## src/rtl/chunked_serial_adder_if.sv

```systemverilog
// Handshake and operand bus for chunked_serial_adder.
// The optional subtract-select line exists only when CHUNK_ADDER_SUB_EN is defined.
interface chunked_serial_adder_if #(
  parameter int WIDTH = 32
);
  logic             start;
  logic [WIDTH-1:0] in1;
  logic [WIDTH-1:0] in2;
  logic             cin;
`ifdef CHUNK_ADDER_SUB_EN
  logic             sub;
`endif
  logic             busy;
  logic             done;
  logic [WIDTH-1:0] out;
  logic             cout;
  logic             ovf;

  // Requester side: drives the operation request, observes status and result.
  modport master (
`ifdef CHUNK_ADDER_SUB_EN
    output sub,
`endif
    output start, in1, in2, cin,
    input  busy, done, out, cout, ovf
  );

  // Adder side: accepts the request, returns status and result.
  modport slave (
`ifdef CHUNK_ADDER_SUB_EN
    input  sub,
`endif
    input  start, in1, in2, cin,
    output busy, done, out, cout, ovf
  );
endinterface

```

## src/rtl/chunked_serial_adder.sv

```systemverilog
// chunked_serial_adder: adds two WIDTH-bit operands CHUNK bits per clock through
// a CHUNK-bit ripple chain, passing a registered carry between chunks.
// start is accepted only while idle; done pulses for one cycle when out/cout/ovf
// update. out holds the previous result until the whole sum is ready.
// Optional feature macro: CHUNK_ADDER_SUB_EN (adds the sub port; sub=1 computes
// in1 + ~in2 + 1 and ignores cin). WIDTH must be a multiple of CHUNK.
module chunked_serial_adder #(
  parameter int WIDTH = 32,
  parameter int CHUNK = 8
) (
  input  logic                  clk,
  input  logic                  rst,
  chunked_serial_adder_if.slave bus
);

  localparam int NCHUNK = WIDTH / CHUNK;
  localparam int IDX_W  = (NCHUNK > 1) ? $clog2(NCHUNK) : 1;

  typedef enum logic {IDLE, RUN} state_t;

  state_t             state_reg;
  state_t             state_next;
  logic [IDX_W-1:0]   idx_reg;
  logic [WIDTH-1:0]   a_reg;
  logic [WIDTH-1:0]   b_reg;
  logic [WIDTH-1:0]   acc_reg;
  logic [WIDTH-1:0]   out_reg;
  logic               carry_reg;
  logic               cout_reg;
  logic               ovf_reg;
  logic               done_reg;

  logic [WIDTH-1:0]   a_next;
  logic [WIDTH-1:0]   b_next;
  logic [WIDTH-1:0]   acc_next;
  logic [CHUNK-1:0]   a_chunk;
  logic [CHUNK-1:0]   b_chunk;
  logic [CHUNK-1:0]   sum_chunk;
  logic [CHUNK:0]     c;
  logic               accept;
  logic               last;
  logic               finish;
  logic               sub_sel;

`ifdef CHUNK_ADDER_SUB_EN
  assign sub_sel = bus.sub;
`else
  assign sub_sel = 1'b0;
`endif

  // Operands are consumed from the bottom: the low chunk is always the one in flight.
  assign a_chunk = a_reg[CHUNK-1:0];
  assign b_chunk = b_reg[CHUNK-1:0];
  assign last    = (idx_reg == IDX_W'(NCHUNK - 1));
  assign finish  = (state_reg == RUN) && last;

  // Ripple chain of full adders across one chunk, seeded by the registered carry.
  assign c[0] = carry_reg;
  genvar gi;
  generate
    for (gi = 0; gi < CHUNK; gi++) begin : g_fa
      assign sum_chunk[gi] = a_chunk[gi] ^ b_chunk[gi] ^ c[gi];
      assign c[gi+1]       = (a_chunk[gi] & b_chunk[gi]) | (c[gi] & (a_chunk[gi] ^ b_chunk[gi]));
    end

    // Shift operands down by one chunk and shift each chunk sum in at the top, so
    // after NCHUNK steps chunk 0 of the result sits at bit 0.
    if (NCHUNK > 1) begin : g_shift
      assign a_next   = {{CHUNK{1'b0}}, a_reg[WIDTH-1:CHUNK]};
      assign b_next   = {{CHUNK{1'b0}}, b_reg[WIDTH-1:CHUNK]};
      assign acc_next = {sum_chunk, acc_reg[WIDTH-1:CHUNK]};
    end else begin : g_single
      assign a_next   = '0;
      assign b_next   = '0;
      assign acc_next = sum_chunk;
    end
  endgenerate

  // State register.
  always_ff @(posedge clk or posedge rst) begin
    if (rst) state_reg <= IDLE;
    else     state_reg <= state_next;
  end

  // Next-state logic: accept a request only when idle, leave RUN after the last chunk.
  always_comb begin
    state_next = state_reg;
    accept     = 1'b0;
    case (state_reg)
      IDLE: begin
        if (bus.start) begin
          accept     = 1'b1;
          state_next = RUN;
        end
      end
      RUN: begin
        if (last) state_next = IDLE;
      end
      default: state_next = IDLE;
    endcase
  end

  // Datapath: capture operands on accept, add one chunk per RUN cycle, publish at finish.
  always_ff @(posedge clk or posedge rst) begin
    if (rst) begin
      idx_reg   <= '0;
      a_reg     <= '0;
      b_reg     <= '0;
      acc_reg   <= '0;
      carry_reg <= 1'b0;
      out_reg   <= '0;
      cout_reg  <= 1'b0;
      ovf_reg   <= 1'b0;
      done_reg  <= 1'b0;
    end else begin
      done_reg <= finish;
      if (accept) begin
        idx_reg   <= '0;
        a_reg     <= bus.in1;
        // Subtraction is addition of the inverted operand with a forced carry-in.
        b_reg     <= bus.in2 ^ {WIDTH{sub_sel}};
        carry_reg <= sub_sel | bus.cin;
        acc_reg   <= '0;
      end else if (state_reg == RUN) begin
        idx_reg   <= finish ? '0 : idx_reg + IDX_W'(1);
        a_reg     <= a_next;
        b_reg     <= b_next;
        carry_reg <= c[CHUNK];
        acc_reg   <= acc_next;
        if (finish) begin
          out_reg  <= acc_next;
          cout_reg <= c[CHUNK];
          // Signed overflow: carry into the MSB differs from carry out of it.
          ovf_reg  <= c[CHUNK] ^ c[CHUNK-1];
        end
      end
    end
  end

  assign bus.busy = (state_reg == RUN);
  assign bus.done = done_reg;
  assign bus.out  = out_reg;
  assign bus.cout = cout_reg;
  assign bus.ovf  = ovf_reg;

endmodule
```

## src/flat_wrapper.sv

```systemverilog
// flat-port wrapper written by rule: the top's interface ports become plain ports
module chunked_serial_adder_flat 
#(
  parameter int WIDTH = 32,
  parameter int CHUNK = 8
)
  (clk, rst, bus_start, bus_in1, bus_in2, bus_cin, bus_busy, bus_done, bus_out, bus_cout, bus_ovf);
  chunked_serial_adder_if #(.WIDTH(WIDTH)) bus_i ();
  input  logic clk;
  input  logic rst;
  input wire logic [$bits(bus_i.start)-1:0] bus_start;
  input wire logic [$bits(bus_i.in1)-1:0] bus_in1;
  input wire logic [$bits(bus_i.in2)-1:0] bus_in2;
  input wire logic [$bits(bus_i.cin)-1:0] bus_cin;
  output wire logic [$bits(bus_i.busy)-1:0] bus_busy;
  output wire logic [$bits(bus_i.done)-1:0] bus_done;
  output wire logic [$bits(bus_i.out)-1:0] bus_out;
  output wire logic [$bits(bus_i.cout)-1:0] bus_cout;
  output wire logic [$bits(bus_i.ovf)-1:0] bus_ovf;
  assign bus_i.start = bus_start;
  assign bus_i.in1 = bus_in1;
  assign bus_i.in2 = bus_in2;
  assign bus_i.cin = bus_cin;
  assign bus_busy = bus_i.busy;
  assign bus_done = bus_i.done;
  assign bus_out = bus_i.out;
  assign bus_cout = bus_i.cout;
  assign bus_ovf = bus_i.ovf;
  chunked_serial_adder #(.WIDTH(WIDTH), .CHUNK(CHUNK)) u_core (.clk(clk), .rst(rst), .bus(bus_i));
endmodule
```

## config.mk

```make
export PLATFORM = sky130hd
export DESIGN_NAME = chunked_serial_adder_flat
export DESIGN_NICKNAME = d
export VERILOG_FILES = /design/src/rtl/chunked_serial_adder_if.sv /design/src/rtl/chunked_serial_adder.sv /design/src/flat_wrapper.sv
export SDC_FILE = /design/constraint.sdc
export NUM_CORES = 1
export LEC_CHECK = 0
export ABC_AREA = 1
export CAP_MARGIN = 30
export CORE_MARGIN = 2
export CORE_UTILIZATION = 47
export CTS_CLUSTER_DIAMETER = 60
export CTS_CLUSTER_SIZE = 28
export DETAILED_ROUTE_END_ITERATION = 7
export MAX_ROUTING_LAYER = met4
export PLACE_DENSITY = 0.81
export SETUP_SLACK_MARGIN = 0.02
export SKIP_CTS_REPAIR_TIMING = 1
export SLEW_MARGIN = 25
export SYNTH_ARGS = -nofsm -noshare
export SYNTH_HDL_FRONTEND = slang
export SYNTH_SLANG_ARGS = --single-unit
```

## constraint.sdc

```tcl
create_clock -name clk -period 4 [get_ports clk]
set_clock_uncertainty 0.1 [all_clocks]
set_input_delay 0.8 -clock clk [delete_from_list [all_inputs] [get_ports clk]]
set_output_delay 0.8 -clock clk [all_outputs]
set_load 0.03 [all_outputs]
```

After elaboration in Yosys (flattened, before gate mapping)
Cells that the tools add are included.
{"block": "totals", "reg_bits": 135, "inputBits": 68, "wordCells": 73, "out_inout_bits": 36}
{"block": "classes", "n_addsub": 1, "n_bitwise": 43, "n_mux": 15, "n_reduce_logical": 3, "eq_ne": 1}
{"operator": "$mux 32", "count": 6}
{"operator": "$xor 1x1->1", "count": 17}
{"operator": "$and 1x1->1", "count": 16}
{"operator": "$or 1x1->1", "count": 8}
{"operator": "$mux 2", "count": 3}
{"operator": "$mux 1", "count": 5}
{"operator": "$reduce_and 3->1", "count": 1}
{"operator": "$add 2x1->2 const B", "count": 1}
{"operator": "$eq 2x2->1 const B", "count": 1}
{"operator": "$not 1->1", "count": 2}
{"operator": "$pmux 1 s2", "count": 1}
{"operator": "$reduce_bool 2->1", "count": 1}
{"operator": "$logic_and 1x1->1", "count": 1}

Longest topological paths before layout
Gate-level depths: netlist of run 1.
{"block": "logic_depth", "depth_word": 19, "depth_mapped": 16, "mapped_depth_nobuf": 16}

Worst setup path after synthesis of run 1
Ideal clock, no wire load.
{"block": "synth_timing", "path_kind": "reg-to-reg", "from": "reg u_core.carry_reg", "to": "reg u_core.ovf_reg (netlist: u_core.bus.ovf)", "stages_incl_launch_ff": 16, "arrival_ps": 3754, "path_slack_ps": 29, "cell_sequence": "dfrtp_1 > inv_1 > fa_1 > fa_1 > fa_1 > fa_1 > fa_1 > inv_1 > fa_1 > fa_1 > inv_1 > fa_1 > nand2_1 > nand2_1 > nand2_1 > nand2_1"}
{"block": "synth_via", "elab_chain_cells": 17}
{"element": "start: declaration", "line_no": "chunked_serial_adder.sv:28", "source": "logic carry_reg;"}
{"element": "start signal: assignment", "line_no": "chunked_serial_adder.sv:122", "source": "carry_reg <= sub_sel | bus.cin;"}
{"element": "start signal: assignment", "line_no": "chunked_serial_adder.sv:128", "source": "carry_reg <= c[CHUNK];"}
{"element": "$and 1x1->1 *", "line_no": "chunked_serial_adder.sv:63", "source": "assign c[gi+1] = (a_chunk[gi] & b_chunk[gi]) | (c[gi] & (a_chunk[gi] ^ b_chunk[gi]));"}
{"element": "$or 1x1->1 *", "line_no": "chunked_serial_adder.sv:63"}
{"element": "$and 1x1->1 *", "line_no": "chunked_serial_adder.sv:63"}
{"element": "$or 1x1->1 *", "line_no": "chunked_serial_adder.sv:63"}
{"element": "$and 1x1->1 *", "line_no": "chunked_serial_adder.sv:63"}
{"element": "$or 1x1->1 *", "line_no": "chunked_serial_adder.sv:63"}
{"element": "$and 1x1->1 *", "line_no": "chunked_serial_adder.sv:63"}
{"element": "$or 1x1->1 *", "line_no": "chunked_serial_adder.sv:63"}
{"element": "$and 1x1->1 *", "line_no": "chunked_serial_adder.sv:63"}
{"element": "$or 1x1->1 *", "line_no": "chunked_serial_adder.sv:63"}
{"element": "$and 1x1->1 *", "line_no": "chunked_serial_adder.sv:63"}
{"element": "$or 1x1->1 *", "line_no": "chunked_serial_adder.sv:63"}
{"element": "$and 1x1->1 *", "line_no": "chunked_serial_adder.sv:63"}
{"element": "$or 1x1->1 *", "line_no": "chunked_serial_adder.sv:63"}
{"element": "$and 1x1->1", "line_no": "chunked_serial_adder.sv:63"}
{"element": "$or 1x1->1", "line_no": "chunked_serial_adder.sv:63"}
{"element": "$xor 1x1->1 *", "line_no": "chunked_serial_adder.sv:134", "source": "ovf_reg <= c[CHUNK] ^ c[CHUNK-1];"}
{"element": "end signal: assignment", "line_no": "chunked_serial_adder.sv:134"}
{"element": "end: declaration", "line_no": "chunked_serial_adder.sv:30", "source": "logic ovf_reg;"}
Mark *: on every way between the ends. The rest lies on a longest branch, timed or not.
A chain may end at the register's enable or synchronous reset.

Final worst setup path of run 1
{"block": "layout_timing", "from": "reg u_core.carry_reg", "to": "reg u_core.acc_reg[31]"}
{"block": "layout_via", "elab_chain_cells": 17}
{"element": "$and 1x1->1", "line_no": "chunked_serial_adder.sv:63"}
{"element": "$or 1x1->1", "line_no": "chunked_serial_adder.sv:63"}
{"element": "$and 1x1->1", "line_no": "chunked_serial_adder.sv:63"}
{"element": "$or 1x1->1", "line_no": "chunked_serial_adder.sv:63"}
{"element": "$and 1x1->1", "line_no": "chunked_serial_adder.sv:63"}
{"element": "$or 1x1->1", "line_no": "chunked_serial_adder.sv:63"}
{"element": "$and 1x1->1", "line_no": "chunked_serial_adder.sv:63"}
{"element": "$or 1x1->1", "line_no": "chunked_serial_adder.sv:63"}
{"element": "$and 1x1->1", "line_no": "chunked_serial_adder.sv:63"}
{"element": "$or 1x1->1", "line_no": "chunked_serial_adder.sv:63"}
{"element": "$and 1x1->1", "line_no": "chunked_serial_adder.sv:63"}
{"element": "$or 1x1->1", "line_no": "chunked_serial_adder.sv:63"}
{"element": "$and 1x1->1", "line_no": "chunked_serial_adder.sv:63"}
{"element": "$or 1x1->1", "line_no": "chunked_serial_adder.sv:63"}
{"element": "$xor 1x1->1", "line_no": "chunked_serial_adder.sv:62", "source": "assign sum_chunk[gi] = a_chunk[gi] ^ b_chunk[gi] ^ c[gi];"}
{"element": "$mux 32", "line_no": "chunked_serial_adder.sv:124", "source": "end else if (state_reg == RUN) begin"}
{"element": "$mux 32", "line_no": "chunked_serial_adder.sv:117", "source": "if (accept) begin"}
{"element": "end signal: assignment", "line_no": "chunked_serial_adder.sv:129", "source": "acc_reg <= acc_next;"}
{"element": "end: declaration", "line_no": "chunked_serial_adder.sv:26", "source": "logic [WIDTH-1:0] acc_reg;"}
Every way passes these cells. The select of a mux whose other input is x is not followed.

==> key figures, run 1 <==
Critical path
  • CP dominant cell by count: fa_2
  • Worst Path Arrival: between 4000 and 5000 ps
  • Crit-path cells: inv_1 -> fa_1 -> fa_2 -> fa_2 -> fa_2 -> fa_2 -> inv_2 -> fa_2 -> fa_1 -> inv_1 -> fa_2 -> o22ai_1
  • Setup crit end kind: flip-flop
  • CP Class: reg -> reg
  • Crit path launch: u_core.carry_reg
  • Crit-path slowest cell: fa_2
  • WP data required: about 4200 ps
  • Max incr delay on CP: around 540 ps
  • Crit path max fanout: 2
  • CP startpoint kind: flip-flop
  • Reg2reg start: u_core.carry_reg

Timing
  • Setup violators final: 0
  • Worst slew pin tran: 842 ps
  • Worst hold margin: 370 ps
  • Period utilisation layout: between 90% and 100%
  • Min Tclk post-route: slightly below 4000 ps
  • Rel. slew slack: 43.7%
  • Final Max Slew Viols: 0
  • F_max: ~0.26 GHz
  • Final hold violations: 0

Cells and area
  • Layout cells sized above 1: under 10%
  • Final Util: approximately 64%
  • Synth-to-layout area growth: 31.8%
  • Final Instance Area: 0.00698 mm^2
  • Layout Cells excl Fill: roughly 820
  • # nets final: 740
  • Inserted Diodes: 0

Synth
  • Post-Synthesis Cell Area: roughly 0.0053 mm^2
  • Top cells by count, synth: nand2_1, dfrtp_1, nand3_1, inv_1, o22ai_1
  • Top FF cell, synth: dfrtp_1
  • Multiplexer share of the synthesized area: 0%
  • Simple-gate share of the synthesized area: about a quarter
  • Largest family of logic cells by synthesized area: simple AND/OR/NAND/NOR gates
  • Sequential area share after synthesis: between 50% and 60%
  • Number of enable flip-flop cells after synthesis: 0
  • Ys Warns: 0
  • Compound-Gate Fraction of Synth Area: slightly below 6%
  • FF+latch count, synth: between 100 and 150
  • Mapped Cells: between 500 and 600
  • Yosys cell types: 18
  • Synth area leader: dfrtp_1
  • Adder-cell share of the synthesized area: under 10%
  • Cell with the most instances after synthesis: nand2_1
  • Avg Cell Area, Syn: about 9.3 um^2
  • Top cells by area, synth: dfrtp_1, nand2_1, nand3_1
  • Ys async rst share: 100%
  • XOR/XNOR Fraction of Synth Area: 0%
  • Yosys top cell area share: 60.0%
  • Syn nets: roughly 650

Routing
  • Met3 wire length: roughly 720 um
  • Met2 WL post-DR: between 6000 and 7000 um
  • Vias per cell: between 5 and 6
  • Via Count: 4259
  • DR top layer: met4
  • WL met1: around 5000 um
  • Post-route DRC: 0
  • Pre-Repair DR Iteration Count: 5
  • 1st-iter DRT viols: 349
  • Routed WL: ~12000 um
  • WL per Instance: ~15 um
  • Post-DRT Antenna Nets: 0

Outcome
  • Status: completed

Floorplanning
  • Core area: ~0.011 mm^2
  • Ports: between 100 and 150
  • Starting Density: 48.5%
  • Row count: 38
  • Die area: 0.0121 mm^2
  • Die height: 110 um
  • Die Wd: 110 um

Clock network
  • Worst-path clk slew: roughly 60 ps
  • Skew-Pair Late Insertion Delay: between 400 and 500 ps
  • CTS tree: done
  • Root buffer cell: clkbuf_16
  • Clock sink total: between 100 and 150
  • Number of buffers on the longest clock path: 2
  • Number of CTS-inserted buffers: 17
  • H-tree depth: 4

Global routing
  • Vias in the first global route: 4114
  • Grt ovf: 0
  • Initial antenna violation count: 0
  • Total global-route track usage: 21.6%
  • First-pass GRT wire length: 19300 um
  • Largest net degree at the start of global routing: 71

Hold path
  • Worst min-delay path class: reg -> reg
  • Hold Startpoint: u_core.a_reg[28]

Placement
  • Number of buffers added on ports: just over 100
  • Final weighted congestion in routability-driven placement: around 0.81
  • Post-Place Cell Area: ~0.0064 mm^2
  • Cells after DPL: between 700 and 800
  • Post-DP HPWL: approximately 7600 um

Pwr
  • Sw Ratio: between 30% and 40%
  • Clock Power Share: between 20% and 30%
  • Sequential share of power: roughly two fifths
  • Logic pwr share: 35.0%
  • Internal: ~3.4 mW
  • Final Total Pwr: approximately 5.4 mW
  • PD cells: approximately 770 mW/mm^2
  • Pleak: between 3 and 4 nW
  • Psw: ~2 mW
  • Max VDD drop: a little under 500 uV

Flow run
  • Max-cap violations: 0
cell type report:
type,instances,area (um^2)
sequential,127,3180
clock buffer,19,453
fill,857,3950
clock inverter,13,115
inverter,46,176
multi-input combinational,360,1760
tap,140,175
timing repair buffer,111,1120
final timing paths:
kind | endpoint | slack (ps) | cells after the start
hold reg to reg | u_core.a_reg[28] | 370 | 2
hold / removal | u_core.a_reg[28] | 370 | 2
max in group asynchronous | u_core.acc_reg[18] | 2320 | 3
setup reg to reg | u_core.acc_reg[31] | 90 | 12
setup / recovery | u_core.acc_reg[31] | 90 | 12
min in group asynchronous | u_core.acc_reg[23] | 690 | 2
stage by stage:
step | setup TNS (ps) | worst slack [ps]
2_1_floorplan | 0 | 28.9
3_3_place_gp | -395 | -122
3_5_place_dp | -949 | -233
4_1_cts | -1000 | -249
5_1_grt | -40.2 | -32.4
6_report | 0 | 94.1
critical path: cells and delay by family, from the launching register on:
family / cells / cell delay [ps]
adder cells (fa/ha/maj): 8 / 2980
flip-flops: 1 / 360
buffers and inverters: 3 / 210
AO/OA/AOI/OAI: 1 / 80
cells in the final DEF (no fill, tap or decap), types with 2 or more instances in the layout:
master and instances:
nand2_1 173, dfrtp_1 126, nand3_1 114, clkdlybuf4s50_1 102, inv_1 43, o22ai_1 24, o21ai_1 23, clkbuf_16 17
o21ai_0 10, fa_2 6, nor2_1 5, clkinvlp_4 5, buf_4 5, clkinv_2 4, clkinv_4 3, buf_12 3
inv_2 2, fa_1 2, clkbuf_8 2
power by group through the flow:
stage	clock, mW	sequential (mW)	combinational, mW
final	1.45	2.05	1.88
after global routing	1.53	2.10	2.08
after CTS	1.47	2.05	1.84
after detailed placement	0	2.06	1.81
after global placement	0	2.03	1.74
after floorplan	0	2.23	1.02
kinds of logic (layout without fill, tap and decap cells):
logic type / after synthesis / after routing
flip-flops: 127 / 127
AO/OA/AOI/OAI: 57 / 57
AND/OR/NAND/NOR: 294 / 294
adder cells (fa/ha/maj): 9 / 9
buffers and inverters: 84 / 189
routing by layer:
layer / vias to the layer above / track usage [%]
met1: 2032 / 25.5
met3: 28 / 5.88
met5: - / -
met2: 152 / 35.4
li1: 2047 / -
met4: 0 / 8.39
(Power assumes the default switching activity.)
==> inputs of run 2 (changes only) <==
Settings changed: CAP_MARGIN 30 to 20.
==> run 2 against run 1 <==
Effect of this change: die area did not move; cell area rose by 0.57%; routed wire length rose by 0.56%; count of clock-buffer cells in the layout fell by 2; register-to-register slack improved by 70 ps; utilization rose by 0.37 points; global-route usage barely moved; critical path type unchanged; critical endpoint unchanged; largest cell class unchanged.
==> key figures, run 2 (synthesized netlist as in run 1, its figures left out) <==
Cells and area
  • Synth-to-layout area growth: 32.5%
  • Layout cells sized above 1: about 8%
  • Fill cell count: between 800 and 900
  • Commonest cells after routing, fill and taps aside: nand2_1, dfrtp_1, nand3_1
  • Final Instance Area: around 0.0070 mm^2
  • Inserted Diodes: 0
  • Commonest non-fill, non-tap cell in the layout: nand2_1
  • # nets final: 739
  • Layout Cells excl Fill: a little over 800

Clock network
  • Root buffer cell: clkbuf_16
  • Skew-Pair Late Insertion Delay: about 400 ps
  • Number of CTS-inserted buffers: 17
  • Number of buffers on the longest clock path: 2
  • Clock sink total: roughly 130
  • CTS tree: done
  • H-tree depth: 4
  • Worst-path clk slew: approximately 60 ps

Routing
  • WL per Instance: between 10 and 15 um
  • 1st-iter DRT viols: between 300 and 400
  • Post-DRT Antenna Nets: 0
  • Pre-Repair DR Iteration Count: 5
  • Via Count: 4264
  • Vias per cell: approximately 5.2
  • Routed WL: ~12000 um
  • Post-route DRC: 0

Timing
  • Setup violators final: 0
  • Period utilisation layout: 95.9%
  • Final setup margin: 163 ps
  • F_max: approximately 0.26 GHz
  • Final Max Slew Viols: 0
  • Rel. slew slack: between 30% and 40%
  • Min Tclk post-route: roughly 3800 ps
  • Worst hold margin: roughly 370 ps
  • Worst slew pin tran: ~960 ps
  • Final hold violations: 0
  • RSZ-0062 raised after global routing: no

Floorplanning
  • Ports: between 100 and 150
  • Row count: 38
  • Die area: roughly 0.012 mm^2
  • Die height: 110 um
  • Die Wd: 110 um
  • Starting Density: roughly half
  • Core area: roughly 0.011 mm^2

Global routing
  • Initial antenna violation count: 0
  • Met2 GRT Util: 35.6%
  • Total global-route track usage: between 20% and 30%
  • Largest net degree at the start of global routing: 71
  • Met1 Use GR: 26.2%
  • GRT Max-Usage Layer: met2
  • Met3 Use GR: under 10%
  • First-pass GRT wire length: ~20000 um
  • Grt ovf: 0
  • Vias in the first global route: 4227

Placement
  • Post-DP HPWL: roughly 7600 um
  • Final weighted congestion in routability-driven placement: slightly above 0.8
  • Post-Place Cell Area: between 0.006 and 0.007 mm^2
  • Number of buffers added on ports: slightly above 100
  • Dpl ws: -255 ps
  • Cells after DPL: 782

Critical path
  • R2r worst-path depth: 12
  • WP data required: 4150 ps
  • Worst Path Arrival: roughly 4000 ps
  • Crit path max fanout: 2
  • CP startpoint kind: flip-flop
  • CP Class: reg -> reg
  • Setup crit end kind: flip-flop

Pwr
  • Final Total Pwr: about 5.5 mW
  • Pleak: between 3 and 4 nW
  • Max VDD drop: 489 uV
  • PD cells: a little under 800 mW/mm^2

Hold path
  • Hold Crit Depth: 2
  • Worst min-delay path class: reg -> reg

Flow run
  • Max-cap violations: 0

Outcome
  • Status: completed
==> run 2: power by group <==
part / switching, mW / internal [mW] / total [mW] / leakage [nW]
Combinational: 1.14 / 0.726 / 1.86 / 1.31
Sequential: 0.291 / 1.76 / 2.05 / 1.67
Clock: 0.585 / 1.05 / 1.64 / 0.309
==> run 2: worst paths after layout <==
kind | startpoint | endpoint | slack [ps]
max in group asynchronous | rst | u_core.bus.out[22] | 2330
worst min-delay path | u_core.a_reg[25] | u_core.a_reg[25] | 370
worst max register to register | u_core.carry_reg | u_core.acc_reg[31] | 160
worst min register to register | u_core.a_reg[25] | u_core.a_reg[25] | 370
worst max-delay path | u_core.carry_reg | u_core.acc_reg[31] | 160
min in group asynchronous | rst | u_core.acc_reg[8] | 690
==> run 2: area by class of cell <==
cell class / instances / area, um^2 / area share (%)
Tap cell: 140 / 175 / 2.49
Multi-Input combinational cell: 360 / 1770 / 25.2
Timing Repair Buffer: 110 / 1090 / 15.5
Clock inverter: 15 / 208 / 2.96
Inverter: 46 / 176 / 2.51
Clock buffer: 17 / 425 / 6.06
Sequential cell: 127 / 3180 / 45.3
==> run 2: layer usage <==
metal	wire length (um)	part of all wire, %
met3	653	5.4
met1	4960	41
met2	6280	52
met5	0	0
met4	208	1.7
==> run 2: critical path, stage by stage (launching register included) <==
cell and delay, ps:
dfrtp_1 350, inv_1 60, fa_1 440, fa_2 370
fa_2 360, fa_2 370, fa_2 410, inv_2 70
fa_2 230, fa_2 220, inv_1 80, fa_2 540
o22ai_1 80
==> run 2: stage by stage <==
| stage | utilization, % | setup TNS [ps] |
|---|---|---|
| after floorplan | - | 0 |
| after global placement | 58.1 | -395 |
| after detailed placement | 58.1 | -1050 |
| after CTS | 63.9 | -1300 |
| after global routing | 64.2 | 0 |
| final | 64.2 | 0 |
==> inputs of run 3 (changes only) <==
Settings changed: ABC_AREA 1 to 0, PLACE_DENSITY 0.81 to 0.8.
==> run 3 against run 2 <==
Effect of this change: register-to-register slack hardly changed; critical endpoint is now u_core.bus.ovf; routed wire length down 8.9%; sequential power rose by 3%; combinational power is essentially flat; count of clock-buffer cells in the layout increased by 11; critical path type unchanged; largest cell class unchanged; non-clock buffer count is 1 higher; global-route usage fell by 2.9 points; cell area up 5.1%; largest power group unchanged; clock power decreased by 2%; maximum frequency decreased by 0.13%.
==> key figures, run 3 <==
Routing
  • Pre-Repair DR Iteration Count: 4
  • 1st-iter DRT viols: 192
  • Post-DRT Antenna Nets: 0
  • Via Count: 3623
  • WL per Instance: approximately 15 um
  • Vias per cell: approximately 5.0
  • Routed WL: roughly 11000 um
  • Post-route DRC: 0

Placement
  • Post-DP HPWL: approximately 7500 um
  • Final weighted congestion in routability-driven placement: 0.762
  • Number of buffers added on ports: roughly 100
  • Post-Place Cell Area: a little under 0.007 mm^2
  • Cells after DPL: between 600 and 700

Pwr
  • Clock Power Share: 28.6%
  • PD cells: 756 mW/mm^2
  • Psw: between 1.5 and 2 mW
  • Sw Ratio: between 30 and 40%
  • Internal: ~3.8 mW
  • Sequential share of power: between 30% and 40%
  • Logic pwr share: between 30% and 40%
  • Max VDD drop: 349 uV
  • Pleak: about 3.5 nW

Timing
  • Min Tclk post-route: a little under 4000 ps
  • Setup violators final: 0
  • Final hold violations: 0
  • Final Max Slew Viols: 0
  • Period utilisation layout: 96.0%
  • Worst slew pin tran: roughly 810 ps
  • RSZ-0062 raised after global routing: no
  • F_max: 0.260 GHz
  • Rel. slew slack: between 40% and 50%

Clock network
  • Number of buffers on the longest clock path: 2
  • Number of CTS-inserted buffers: 17
  • CTS tree: done
  • Skew-Pair Late Insertion Delay: just over 400 ps
  • Clock sink total: roughly 130
  • Root buffer cell: clkbuf_16
  • Worst-path clk slew: approximately 50 ps
  • H-tree depth: 4

Floorplanning
  • Die area: between 0.01 and 0.015 mm^2
  • Row count: 39
  • Starting Density: about 49%
  • Ports: around 100
  • Die height: 113 um
  • Die Wd: 113 um
  • Core area: 0.0116 mm^2

Synth
  • Top cells by count, synth: dfrtp_1, mux2i_1, nand2_1, o21ai_0, inv_1
  • Ys Warns: 0
  • Mapped Cells: roughly 460
  • Synth area leader: dfrtp_1
  • Post-Synthesis Cell Area: ~0.0056 mm^2
  • Number of enable flip-flop cells after synthesis: 0
  • Cell with the most instances after synthesis: dfrtp_1
  • Avg Cell Area, Syn: around 12 um^2
  • Top cells by area, synth: dfrtp_1, mux2i_1, mux2_4
  • Sequential area share after synthesis: between 50% and 60%
  • Ys async rst share: 100%
  • Yosys top cell area share: a little under three fifths
  • Top FF cell, synth: dfrtp_1
  • Syn nets: between 500 and 600
  • Yosys cell types: 21
  • FF+latch count, synth: about 130

Cells and area
  • Final Instance Area: 0.00738 mm^2
  • Layout cells sized above 1: around 13%
  • Synth-to-layout area growth: 31.3%
  • Layout Cells excl Fill: 718
  • # nets final: between 600 and 700
  • Commonest cells after routing, fill and taps aside: dfrtp_1, clkdlybuf4s50_1, mux2i_1
  • Inserted Diodes: 0
  • Commonest non-fill, non-tap cell in the layout: dfrtp_1

Critical path
  • CP dominant cell by count: fa_2
  • Setup crit end kind: flip-flop
  • Crit-path slowest cell: fa_2
  • WP data required: ~4200 ps
  • Max incr delay on CP: 400 ps
  • CP startpoint kind: flip-flop
  • Crit-path cells: inv_1 -> fa_2 -> fa_2 -> fa_2 -> fa_2 -> fa_2 -> inv_2 -> fa_2 -> fa_2 -> inv_1 -> fa_2 -> xnor2_1 -> mux2_4
  • Crit path max fanout: 2
  • Worst Path Arrival: just over 4000 ps
  • CP Class: reg -> reg

Global routing
  • Largest net degree at the start of global routing: 128
  • First-pass GRT wire length: 18300 um
  • Total global-route track usage: a little under a fifth
  • Vias in the first global route: 3652
  • Grt ovf: 0
  • Initial antenna violation count: 0

Hold path
  • Worst min-delay path class: reg -> reg

Outcome
  • Status: completed

Flow run
  • Max-cap violations: 0
## run 3: cell count changes after synthesis, moves of 8 or more
cell,delta
mux2i_1,+80
buf_2,-10
mux2_4,+22
o21ai_1,-23
inv_1,-20
a22o_1,+8
o21ai_0,+49
o22ai_1,-24
nor2_1,+11
nand2_1,-114
nand2b_1,+17
nand3_1,-114
## run 3: path summary, 6_finish.rpt
path                                  start               end  slack [ps]  depth (start not counted)
hold / removal             u_core.a_reg[11]   u_core.a_reg[3]         380                          2
min in group asynchronous               rst   u_core.a_reg[4]         760                          2
hold reg to reg            u_core.a_reg[11]   u_core.a_reg[3]         380                          2
setup reg to reg            u_core.b_reg[0]    u_core.bus.ovf         160                         13
max in group asynchronous               rst  u_core.a_reg[16]        2210                          3
setup / recovery            u_core.b_reg[0]    u_core.bus.ovf         160                         13
## run 3: final cells by class
class,instances,area [um^2]
multi-input cells,280,2170
flip-flops and latches,127,3180
clock inverters,4,95.1
repair buffers,111,1120
clock buffers,28,537
inverters,25,97.6
well taps,143,179
fillers,894,4180
## run 3: worst max-delay path: cells and delay by family (launching register included)
family / cells / cell delay (ps)
adders and majority gates: 8 / 2670
buffers and inverters: 3 / 200
xor gates and xnor gates: 1 / 130
muxes: 1 / 260
DFF: 1 / 360
## run 3: through the flow
step	total power, mW	hold slack [ps]	setup slack, ps	setup TNS [ps]	util, %
floorplan	3.36	349	24.4	0	-
global placement	3.92	359	-42.5	-42.5	58.2
detailed placement	4.01	372	-103	-103	58.2
CTS	5.64	384	-131	-149	63.6
global route	5.92	398	18.2	0	63.8
finish	5.58	381	158	0	63.8
## run 3: cell families after synthesis
group                      count (synthesis)  synth area share (%)
buffers and inverters                     54                  5.18
adders and majority gates                  9                  3.07
and+or+nand+nor                           95                  7.34
xor gates and xnor gates                   1                 0.156
DFF                                      127                  56.5
AOI/OAI and AO/OA                         68                  6.63
muxes                                    107                  21.1
## run 3: metal layers
layer	wire, um	global-route usage (%)	vias up	part of all wire, %
li1	-	-	1756	-
met1	4900	23.7	1761	44
met2	5280	28.3	96	48
met3	761	7.55	10	6.9
met4	89	4.88	0	0.81
met5	0	-	-	0
## run 3: power groups by stage
stage                     Clock [mW]  Sequential (mW)  Combinational [mW]
after floorplan                    0             2.32                1.05
after global placement             0             2.10                1.82
after detailed placement           0             2.13                1.88
after CTS                       1.63             2.11                1.89
after global routing            1.70             2.17                2.05
final                           1.60             2.11                1.87
